==> src/rtl/decode_stage.sv <==
// RV32I decode stage: IF/ID pipeline register and combinational decode of the held word.
// Drives regfile read addresses, write-back controls and the load-use stall.
module decode_stage #(
    parameter logic [31:0] NOP_INSTR = 32'h0000_0013,
    parameter bit          HAZARD_EN = 1'b1
) (
    input  logic        clk,
    input  logic        rst,
    input  logic        if_valid,
    input  logic [31:0] if_pc,
    input  logic [31:0] if_instr,
    input  logic        flush,
    input  logic        ex_memread,
    input  logic [4:0]  ex_rd,
    output logic        stall,
    output logic [4:0]  addr1,
    output logic [4:0]  addr2,
    output logic        id_valid,
    output logic [31:0] id_pc,
    output logic [4:0]  id_rd,
    output logic        id_regwen,
    output logic [31:0] id_imm,
    output logic [2:0]  id_funct3,
    output logic        id_alt,
    output logic        id_alusrc,
    output logic        id_memread,
    output logic        id_memwrite,
    output logic        id_branch,
    output logic        id_jump,
    output logic        id_illegal
);
    localparam logic [6:0] OPC_LOAD   = 7'b0000011;
    localparam logic [6:0] OPC_FENCE  = 7'b0001111;
    localparam logic [6:0] OPC_OPIMM  = 7'b0010011;
    localparam logic [6:0] OPC_AUIPC  = 7'b0010111;
    localparam logic [6:0] OPC_STORE  = 7'b0100011;
    localparam logic [6:0] OPC_OP     = 7'b0110011;
    localparam logic [6:0] OPC_LUI    = 7'b0110111;
    localparam logic [6:0] OPC_BRANCH = 7'b1100011;
    localparam logic [6:0] OPC_JALR   = 7'b1100111;
    localparam logic [6:0] OPC_JAL    = 7'b1101111;
    localparam logic [6:0] OPC_SYSTEM = 7'b1110011;

    typedef struct packed {
        logic        use1;
        logic        use2;
        logic        wr;
        logic        alu;
        logic        mr;
        logic        mw;
        logic        br;
        logic        jp;
        logic        alt;
        logic        legal;
        logic [31:0] imm;
    } dec_t;

    logic [31:0] ir_q, ir_d, pc_q, pc_d;
    logic        v_q, v_d;
    dec_t        dec;
    logic        ok;

    logic [6:0]  opcode, funct7;
    logic [2:0]  funct3;
    logic [4:0]  rs1, rs2, rd;
    logic [31:0] imm_i, imm_s, imm_b, imm_u, imm_j;

    assign opcode = ir_q[6:0];
    assign rd     = ir_q[11:7];
    assign funct3 = ir_q[14:12];
    assign rs1    = ir_q[19:15];
    assign rs2    = ir_q[24:20];
    assign funct7 = ir_q[31:25];
    assign imm_i  = {{20{ir_q[31]}}, ir_q[31:20]};
    assign imm_s  = {{20{ir_q[31]}}, ir_q[31:25], ir_q[11:7]};
    assign imm_b  = {{19{ir_q[31]}}, ir_q[31], ir_q[7], ir_q[30:25], ir_q[11:8], 1'b0};
    assign imm_u  = {ir_q[31:12], 12'b0};
    assign imm_j  = {{11{ir_q[31]}}, ir_q[31], ir_q[19:12], ir_q[20], ir_q[30:21], 1'b0};

    // Source-use flags follow the opcode alone, so an illegal OP word can still stall.
    always_comb begin
        dec       = '0;
        dec.legal = 1'b1;
        case (opcode)
            OPC_OP: begin
                dec.use1  = 1'b1;
                dec.use2  = 1'b1;
                dec.wr    = 1'b1;
                dec.alt   = ir_q[30];
                dec.legal = (funct7 == 7'h00) |
                            ((funct7 == 7'h20) & ((funct3 == 3'd0) | (funct3 == 3'd5)));
            end
            OPC_OPIMM: begin
                dec.use1 = 1'b1;
                dec.wr   = 1'b1;
                dec.alu  = 1'b1;
                dec.imm  = imm_i;
                if (funct3 == 3'd1) begin
                    dec.legal = (funct7 == 7'h00);
                end else if (funct3 == 3'd5) begin
                    dec.legal = (funct7 == 7'h00) | (funct7 == 7'h20);
                    dec.alt   = ir_q[30];
                end
            end
            OPC_LOAD: begin
                dec.use1  = 1'b1;
                dec.wr    = 1'b1;
                dec.alu   = 1'b1;
                dec.mr    = 1'b1;
                dec.imm   = imm_i;
                dec.legal = (funct3 != 3'd3) & (funct3 < 3'd6);
            end
            OPC_STORE: begin
                dec.use1  = 1'b1;
                dec.use2  = 1'b1;
                dec.alu   = 1'b1;
                dec.mw    = 1'b1;
                dec.imm   = imm_s;
                dec.legal = (funct3 <= 3'd2);
            end
            OPC_BRANCH: begin
                dec.use1  = 1'b1;
                dec.use2  = 1'b1;
                dec.br    = 1'b1;
                dec.imm   = imm_b;
                dec.legal = (funct3 != 3'd2) & (funct3 != 3'd3);
            end
            OPC_JALR: begin
                dec.use1 = 1'b1;
                dec.wr   = 1'b1;
                dec.alu  = 1'b1;
                dec.jp   = 1'b1;
                dec.imm  = imm_i;
            end
            OPC_JAL: begin
                dec.wr  = 1'b1;
                dec.alu = 1'b1;
                dec.jp  = 1'b1;
                dec.imm = imm_j;
            end
            OPC_LUI, OPC_AUIPC: begin
                dec.wr  = 1'b1;
                dec.alu = 1'b1;
                dec.imm = imm_u;
            end
            OPC_FENCE, OPC_SYSTEM: ;
            default: dec.legal = 1'b0;
        endcase
    end

    always_comb begin
        stall = HAZARD_EN & v_q & ex_memread & (ex_rd != 5'd0) & ~flush &
                ((dec.use1 & (rs1 == ex_rd)) | (dec.use2 & (rs2 == ex_rd)));
        ok          = v_q & ~stall & dec.legal;
        addr1       = (v_q & dec.use1) ? rs1 : 5'd0;
        addr2       = (v_q & dec.use2) ? rs2 : 5'd0;
        id_valid    = ok;
        id_pc       = ok ? pc_q : 32'd0;
        id_regwen   = ok & dec.wr & (rd != 5'd0);
        id_rd       = id_regwen ? rd : 5'd0;
        id_imm      = ok ? dec.imm : 32'd0;
        id_funct3   = ok ? funct3 : 3'd0;
        id_alt      = ok & dec.alt;
        id_alusrc   = ok & dec.alu;
        id_memread  = ok & dec.mr;
        id_memwrite = ok & dec.mw;
        id_branch   = ok & dec.br;
        id_jump     = ok & dec.jp;
        id_illegal  = v_q & ~stall & ~dec.legal;
    end

    always_comb begin
        ir_d = ir_q;
        pc_d = pc_q;
        v_d  = v_q;
        if (flush) begin
            ir_d = NOP_INSTR;
            v_d  = 1'b0;
        end else if (!stall) begin
            ir_d = if_instr;
            pc_d = if_pc;
            v_d  = if_valid;
        end
    end

    always_ff @(posedge clk or negedge rst) begin
        if (!rst) begin
            ir_q <= NOP_INSTR;
            pc_q <= 32'd0;
            v_q  <= 1'b0;
        end else begin
            ir_q <= ir_d;
            pc_q <= pc_d;
            v_q  <= v_d;
        end
    end
endmodule

==> config.mk <==
export PLATFORM = sky130hd
export DESIGN_NAME = decode_stage
export DESIGN_NICKNAME = d
export VERILOG_FILES = /design/src/rtl/decode_stage.sv
export SDC_FILE = /design/constraint.sdc
export NUM_CORES = 1
export LEC_CHECK = 0
export ABC_CLOCK_PERIOD_IN_PS = 2900
export BUFFER_PORTS_ARGS = -buffer_cell sky130_fd_sc_hd__buf_2
export CORE_MARGIN = 2
export CORE_UTILIZATION = 48
export DETAILED_ROUTE_END_ITERATION = 10
export PLACE_DENSITY = 0.8
export REMOVE_ABC_BUFFERS = 1
export SYNTH_ARGS = -nofsm -noshare
export SYNTH_HDL_FRONTEND = slang
export SYNTH_SLANG_ARGS = --single-unit
export TNS_END_PERCENT = 100
==> constraint.sdc <==
create_clock -name clk -period 2.9 [get_ports clk]
set_input_delay 0.145 -clock clk [delete_from_list [all_inputs] [get_ports clk]]
set_output_delay 0.145 -clock clk [all_outputs]
set_load 0.01 [all_outputs]
== After elaboration in Yosys (flattened, before gate mapping) ==
Index checks and enable logic that the tools add are counted.

* Magnitude comparators: 2
* Equal/unequal tests: 19
* Bitwise logic cells: 29
* Reductions and logical operators: 13
* Mux-type cells: 24

{| class="wikitable"
|+ Operator list
! kind !! number
|-
| $pmux 32 s5 || 1
|-
| $mux 32 || 4
|-
| $eq 7x6->1 const B || 4
|-
| $eq 7x7->1 const B || 4
|-
| $and 1x1->1 || 22
|-
| $mux 5 || 3
|-
| $eq 7x5->1 const B || 2
|-
| $reduce_or 7->1 || 2
|-
| $mux 1 || 12
|-
| $reduce_or 6->1 || 2
|-
| $eq 5x5->1 || 2
|-
| $reduce_bool 5->1 || 2
|-
| $eq 7x2->1 const B || 1
|-
| $eq 7x4->1 const B || 1
|-
| $logic_not 7->1 || 1
|-
| $ne 3x2->1 const B || 2
|-
| $pmux 1 s6 || 1
|-
| $reduce_or 3->1 || 2
|-
| $or 1x1->1 || 4
|-
| $reduce_or 2->1 || 2
|-
| $eq 3x1->1 const B || 1
|-
| $eq 3x3->1 const B || 1
|-
| $le 3x2->1 const B || 1
|-
| $logic_not 3->1 || 1
|-
| other kinds (7) || 9
|}

* Input port bits: 74
* Output and inout bits: 92
* Logic and storage cells: 90
* Flip-flop bits (word level): 65

== Logic depth before layout (Yosys ltp) ==
* Depth after elaboration: 12
* Mapped depth: 10
* Depth with buffers taken out: 7

== Worst setup path before layout ==
Ideal clock, no wire load.

* Kind: register to register
* Start point: register ir_q[2]
* End point: register pc_q[0]
* Arrival time: 2,255 ps
* Setup time: 125 ps
* Slack: 520 ps
* Path buffers: 2
* Period minus slack after synthesis: 2,380 ps
* Cell stages (with the launch flop): 9
* Data required time: 2,775 ps
* Cells stage by stage: dfrtp_1 -> buf_2 -> or2_1 -> a2111oi_4 -> nand3_2 -> a211oi_4 -> nor2_2 -> buf_6 -> mux2_4

* Longest elaborated chain between the ends: 8
* Elaborated cells between the ends (all ways): 16
* Classes of those cells: eq/ne (6); mux (2); bitwise (5); reduce/logical (3)

{| class="wikitable"
|+ Ends and longest elaborated chain
! item !! RTL line !! RTL
|-
| start, declared || 58 || <nowiki>logic [31:0] ir_q, ir_d, pc_q, pc_d;</nowiki>
|-
| start signal, assigned || 192 || <nowiki>ir_q <= ir_d;</nowiki>
|-
| $eq 7x7->1, or another cell as far along || 84 || <nowiki>case (opcode)</nowiki>
|-
| $reduce_or 6->1 (no line) or $reduce_or 3->1 (tied branches) || n/a ||
|-
| $mux 1 || 84 ||
|-
| $and 1x1->1 || 153 || <nowiki>((dec.use1 & (rs1 == ex_rd)) | (dec.use2 & (rs2 == ex_rd)));</nowiki>
|-
| $or 1x1->1 (*) || 153 ||
|-
| $and 1x1->1 (*) || 152 || <nowiki>stall = HAZARD_EN & v_q & ex_memread & (ex_rd != 5'd0) & ~flush &</nowiki>
|-
| $not 1->1 (no line) (*) || n/a ||
|-
| $reduce_and 2->1 (no line) (*) || n/a ||
|-
| end signal, assigned || 193 || <nowiki>pc_q <= pc_d;</nowiki>
|-
| end, declared || 58 ||
|}

Mark *: on every way between the ends. The rest lies on a longest branch, timed or not.
A chain may end at the register's enable or synchronous reset.

== Final worst setup path ==
* Start point: register ir_q[1]
* End point: output port id_imm[5]

* Longest elaborated chain between the ends: 10
* Elaborated cells between the ends (all ways): 28
* Classes of those cells: eq/ne (11); mux (5); bitwise (7); reduce/logical (5)

{| class="wikitable"
|+ Ends and longest elaborated chain
! item !! RTL line !! RTL
|-
| $eq 7x7->1, or another cell as far along || 84 ||
|-
| $reduce_or 6->1 (no line) or $reduce_or 3->1 (tied branches) || n/a ||
|-
| $mux 1 || 84 ||
|-
| $and 1x1->1 || 153 ||
|-
| $or 1x1->1 || 153 ||
|-
| $and 1x1->1 || 152 ||
|-
| $not 1->1 (no line) || n/a ||
|-
| $and 1x1->1 (2 in a row) || 154 || <nowiki>ok = v_q & ~stall & dec.legal;</nowiki>
|-
| $mux 32 (*) || 161 || <nowiki>id_imm = ok ? dec.imm : 32'd0;</nowiki>
|-
| end, declared || 22 || <nowiki>output logic [31:0] id_imm,</nowiki>
|}

Marks and branches as above.

==> impl_table.tex <==
\begin{tabular}{lr}
\hline
Metric & Value \\
\hline
\multicolumn{2}{l}{\textbf{Floorplan}} \\
\quad Starting density of the core & 49.8\% \\
\quad Std-Cell Core Area & 0.00777 mm² \\
\quad Vertical extent of the die & 93.8 µm \\
\quad Number of cell rows & 32 \\
\quad Number of top-level design ports & 166 \\
\quad Die Width & 93.8 µm \\
\quad Area of the die & 0.00880 mm² \\
\multicolumn{2}{l}{\textbf{Finish}} \\
\quad Area added between synthesis and finish & 36.1\% \\
\quad Leading cell types in the layout, fill and taps excluded & buf\_2 (166), nand2\_1 (75), dfrtp\_1 (59) \\
\quad Antenna diode instance count & 0 \\
\quad Fraction of final layout cells with drive strength greater than 1 & 44.0\% \\
\quad Post-Route Utilization & 67.8\% \\
\quad Leading cell type in the layout, fill and taps excluded & buf\_2 \\
\quad Non-filler cells in the finished layout & 704 \\
\quad Nets@finish & 671 \\
\quad Post-route cell area & 0.00527 mm² \\
\multicolumn{2}{l}{\textbf{STA}} \\
\quad Count of final max-slew check failures & 0 \\
\quad Finish-stage setup viols & 0 \\
\quad Post-route fraction of the period consumed by the critical path & 98.0\% \\
\quad Maximum achievable frequency & 352 MHz \\
\quad Period minus WS final & 2.84 ns \\
\quad Hold Violations, Final & 0 \\
\quad Worst-margin pin slew & 0.623 ns \\
\quad Rel. slew slack & 58.5\% \\
\quad Final setup skew & 0.00916 ns \\
\multicolumn{2}{l}{\textbf{Logic synthesis}} \\
\quad Prevailing post-synth register cell & dfrtp\_1 \\
\quad Cell area after synthesis & 0.00387 mm² \\
\quad Synth Warn \# & 0 \\
\quad Gate count of the mapped netlist & 424 \\
\quad Mean cell area of the mapped netlist & 9.13 µm² \\
\quad Number of synthesized register bits & 65 \\
\quad Number of distinct library cells after synthesis & 49 \\
\quad Ys async rst share & 100\% \\
\quad Number of flops mapped to enable cells by yosys & 0 \\
\quad Portion of the post-synthesis area used by sequential elements & 42.1\% \\
\multicolumn{2}{l}{\textbf{GRT}} \\
\quad First-pass GRT wire length & 17,400 µm \\
\quad Global-route congestion overflow total & 0 \\
\quad Antenna violations before repair & 0 \\
\quad Pin count of the biggest net entering global routing & 63 \\
\quad Total GRT Usage & 25.2\% \\
\quad Number of global-route vias before repair & 3,520 \\
\multicolumn{2}{l}{\textbf{Drt}} \\
\quad DRT iter0 DRCs & 276 \\
\quad Average wire per cell in the routed design & 16.7 µm \\
\quad Number of search-and-repair iterations in the first detailed-routing pass & 5 \\
\quad Via density per instance & 5.37 \\
\quad Via total after detailed routing & 3,778 \\
\quad Remaining antenna violation count & 0 \\
\quad Final routed DRC violation total & 0 \\
\quad Wire length reported by the detailed router & 11,700 µm \\
\multicolumn{2}{l}{\textbf{Power}} \\
\quad P\_leak & 2.69 nW \\
\quad Total power divided by cell area & 415 mW/mm² \\
\quad Power, Total & 2.18 mW \\
\quad Highest ir drop seen on vdd & 0.247 mV \\
\multicolumn{2}{l}{\textbf{Placed design}} \\
\quad Placed instance area & 0.00479 mm² \\
\quad Number of port buffers & 165 \\
\quad Post-placement cell count & 671 \\
\quad Gp weighted congestion & 0.976 \\
\quad Post-detail-place hpwl & 7770 µm \\
\multicolumn{2}{l}{\textbf{CTS}} \\
\quad Insertion delay to the later sink of the worst-skew pair & 0.35 ns \\
\quad Total number of H-tree levels & 3 \\
\quad Cell at the root of the clock tree & clkbuf\_8 \\
\quad Inserted Clock Buffers & 9 \\
\quad Sink Count & 65 \\
\quad Clock tree from TritonCTS & yes \\
\quad Maximum buffer depth of the clock tree & 2 \\
\quad Clk slew on worst S/H paths & 0.07 ns \\
\multicolumn{2}{l}{\textbf{Worst setup path}} \\
\quad Worst Path Class, Setup & flop to primary output \\
\quad Nature of the critical path startpoint & flop \\
\quad Worst setup slack for register-to-register paths & 0.24 ns \\
\quad Worst Path Max Fanout & 8 \\
\quad Critical Path End Type & primary output \\
\quad Required time at the worst-slack endpoint & 2.76 ns \\
\quad Signal arrival time at the worst endpoint & 2.70 ns \\
\multicolumn{2}{l}{\textbf{Run}} \\
\quad Number of maximum-capacitance constraint violations & 0 \\
\multicolumn{2}{l}{\textbf{Status}} \\
\quad Result of the run & finished clean \\
\multicolumn{2}{l}{\textbf{Min path}} \\
\quad Type of the tightest min-delay check & input pin to flop \\
\hline
\end{tabular}
[synth_stat cells (4+ instances only)]
library cell,count,area (µm²)
clkbuf_1,24,90.1
xor2_1,7,61.3
dfrtp_1,62,1550
nor2_1,28,105
inv_1,4,15.0
nor3_1,10,50.1
and2_1,45,282
o21ai_0,32,160
a22oi_1,5,37.5
mux2_4,29,435
mux2_2,4,45.0
nand2_1,76,285
and3_1,14,87.6
nand3_1,6,30.0
xnor2_1,5,43.8
a21oi_1,22,110
[state kept, by name, indices dropped and copies added (netlist names)]
signal,flops
ir_q,32
pc_q,32
v_q,1
[through the flow]
| stage | hold slack (ns) | TNS [ns] | setup WS (ns) |
|---|---|---|---|
| 3_3_place_gp | 0.0777 | 0 | 0.309 |
| 5_1_grt | 0.0114 | -0.449 | -0.0300 |
| 4_1_cts | 0.00650 | 0 | 0.0131 |
| 6_report | 0.0215 | 0 | 0.0586 |
| 3_5_place_dp | 0.0851 | 0 | 0.218 |
| 2_1_floorplan | -0.151 | -59.97 | -0.984 |
[worst max-delay path: stages, from the launching register on]
cell        delay [ns]
dfstp_2           0.57
and4bb_2          0.31
and3_2            0.26
nand4_1           0.13
a21bo_2           0.26
nand3_2           0.11
clkinvlp_4        0.11
buf_12            0.15
buf_12            0.13
and3_1            0.17
buf_2             0.15
[layer usage]
layer  vias up  GRT usage, %  wire length, µm
met4         0          9.54              312
met5         -             0                0
li1       1783             -                -
met2       222          39.7             5550
met1      1740          32.3             4750
met3        33          8.43             1130
[kinds of logic (layout without fill, tap and decap cells)]
| kind of cell | after synthesis | in the layout | share of synthesized area [%] |
|---|---|---|---|
| AND/OR/NAND/NOR | 202 | 202 | 26.1 |
| buffers and inverters | 34 | 212 | 3.98 |
| multiplexers | 33 | 33 | 12.4 |
| XOR/XNOR | 12 | 12 | 2.71 |
| flip-flops | 65 | 65 | 42.1 |
| AO/OA/AOI/OAI | 78 | 78 | 12.7 |
[where the power goes]
group,leakage [nW],total (mW),switching (mW),internal [mW]
registers,0.788,1.04,0.0629,0.977
logic,1.81,0.389,0.185,0.205
clock network,0.0933,0.755,0.359,0.396
total,2.69,2.18,0.606,1.58
[cell type report]
type                            instances  area, µm²
Fill cell                             634       2500
Multi-Input combinational cell        325       2170
Sequential cell                        65       1630
Timing Repair Buffer                  192       1130
Clock buffer                           11        131
Tap cell                              102        128
Clock inverter                          5       56.3
Inverter                                4       18.8
[path summary, 6_finish.rpt]
check	start	endpoint	cells after the start
setup / recovery	ir_q[1]	id_imm[5]	10
hold / removal	if_instr[3]	ir_q[3]	2
setup reg to reg	ir_q[2]	pc_q[2]	7
hold reg to reg	pc_q[5]	pc_q[5]	1
max in group asynchronous	rst	ir_q[6]	3
min in group asynchronous	rst	ir_q[18]	2
[repair_timing]
action,in CTS,in global routing
hold endpoints to repair,16,0
setup buffers,5,6
pin swaps,1,4
endpoints found under the setup margin,74,74
cloned,0,3
resized for setup,8,18
hold buffers,3,0
No activity file was read; power rests on OpenSTA's default activity.
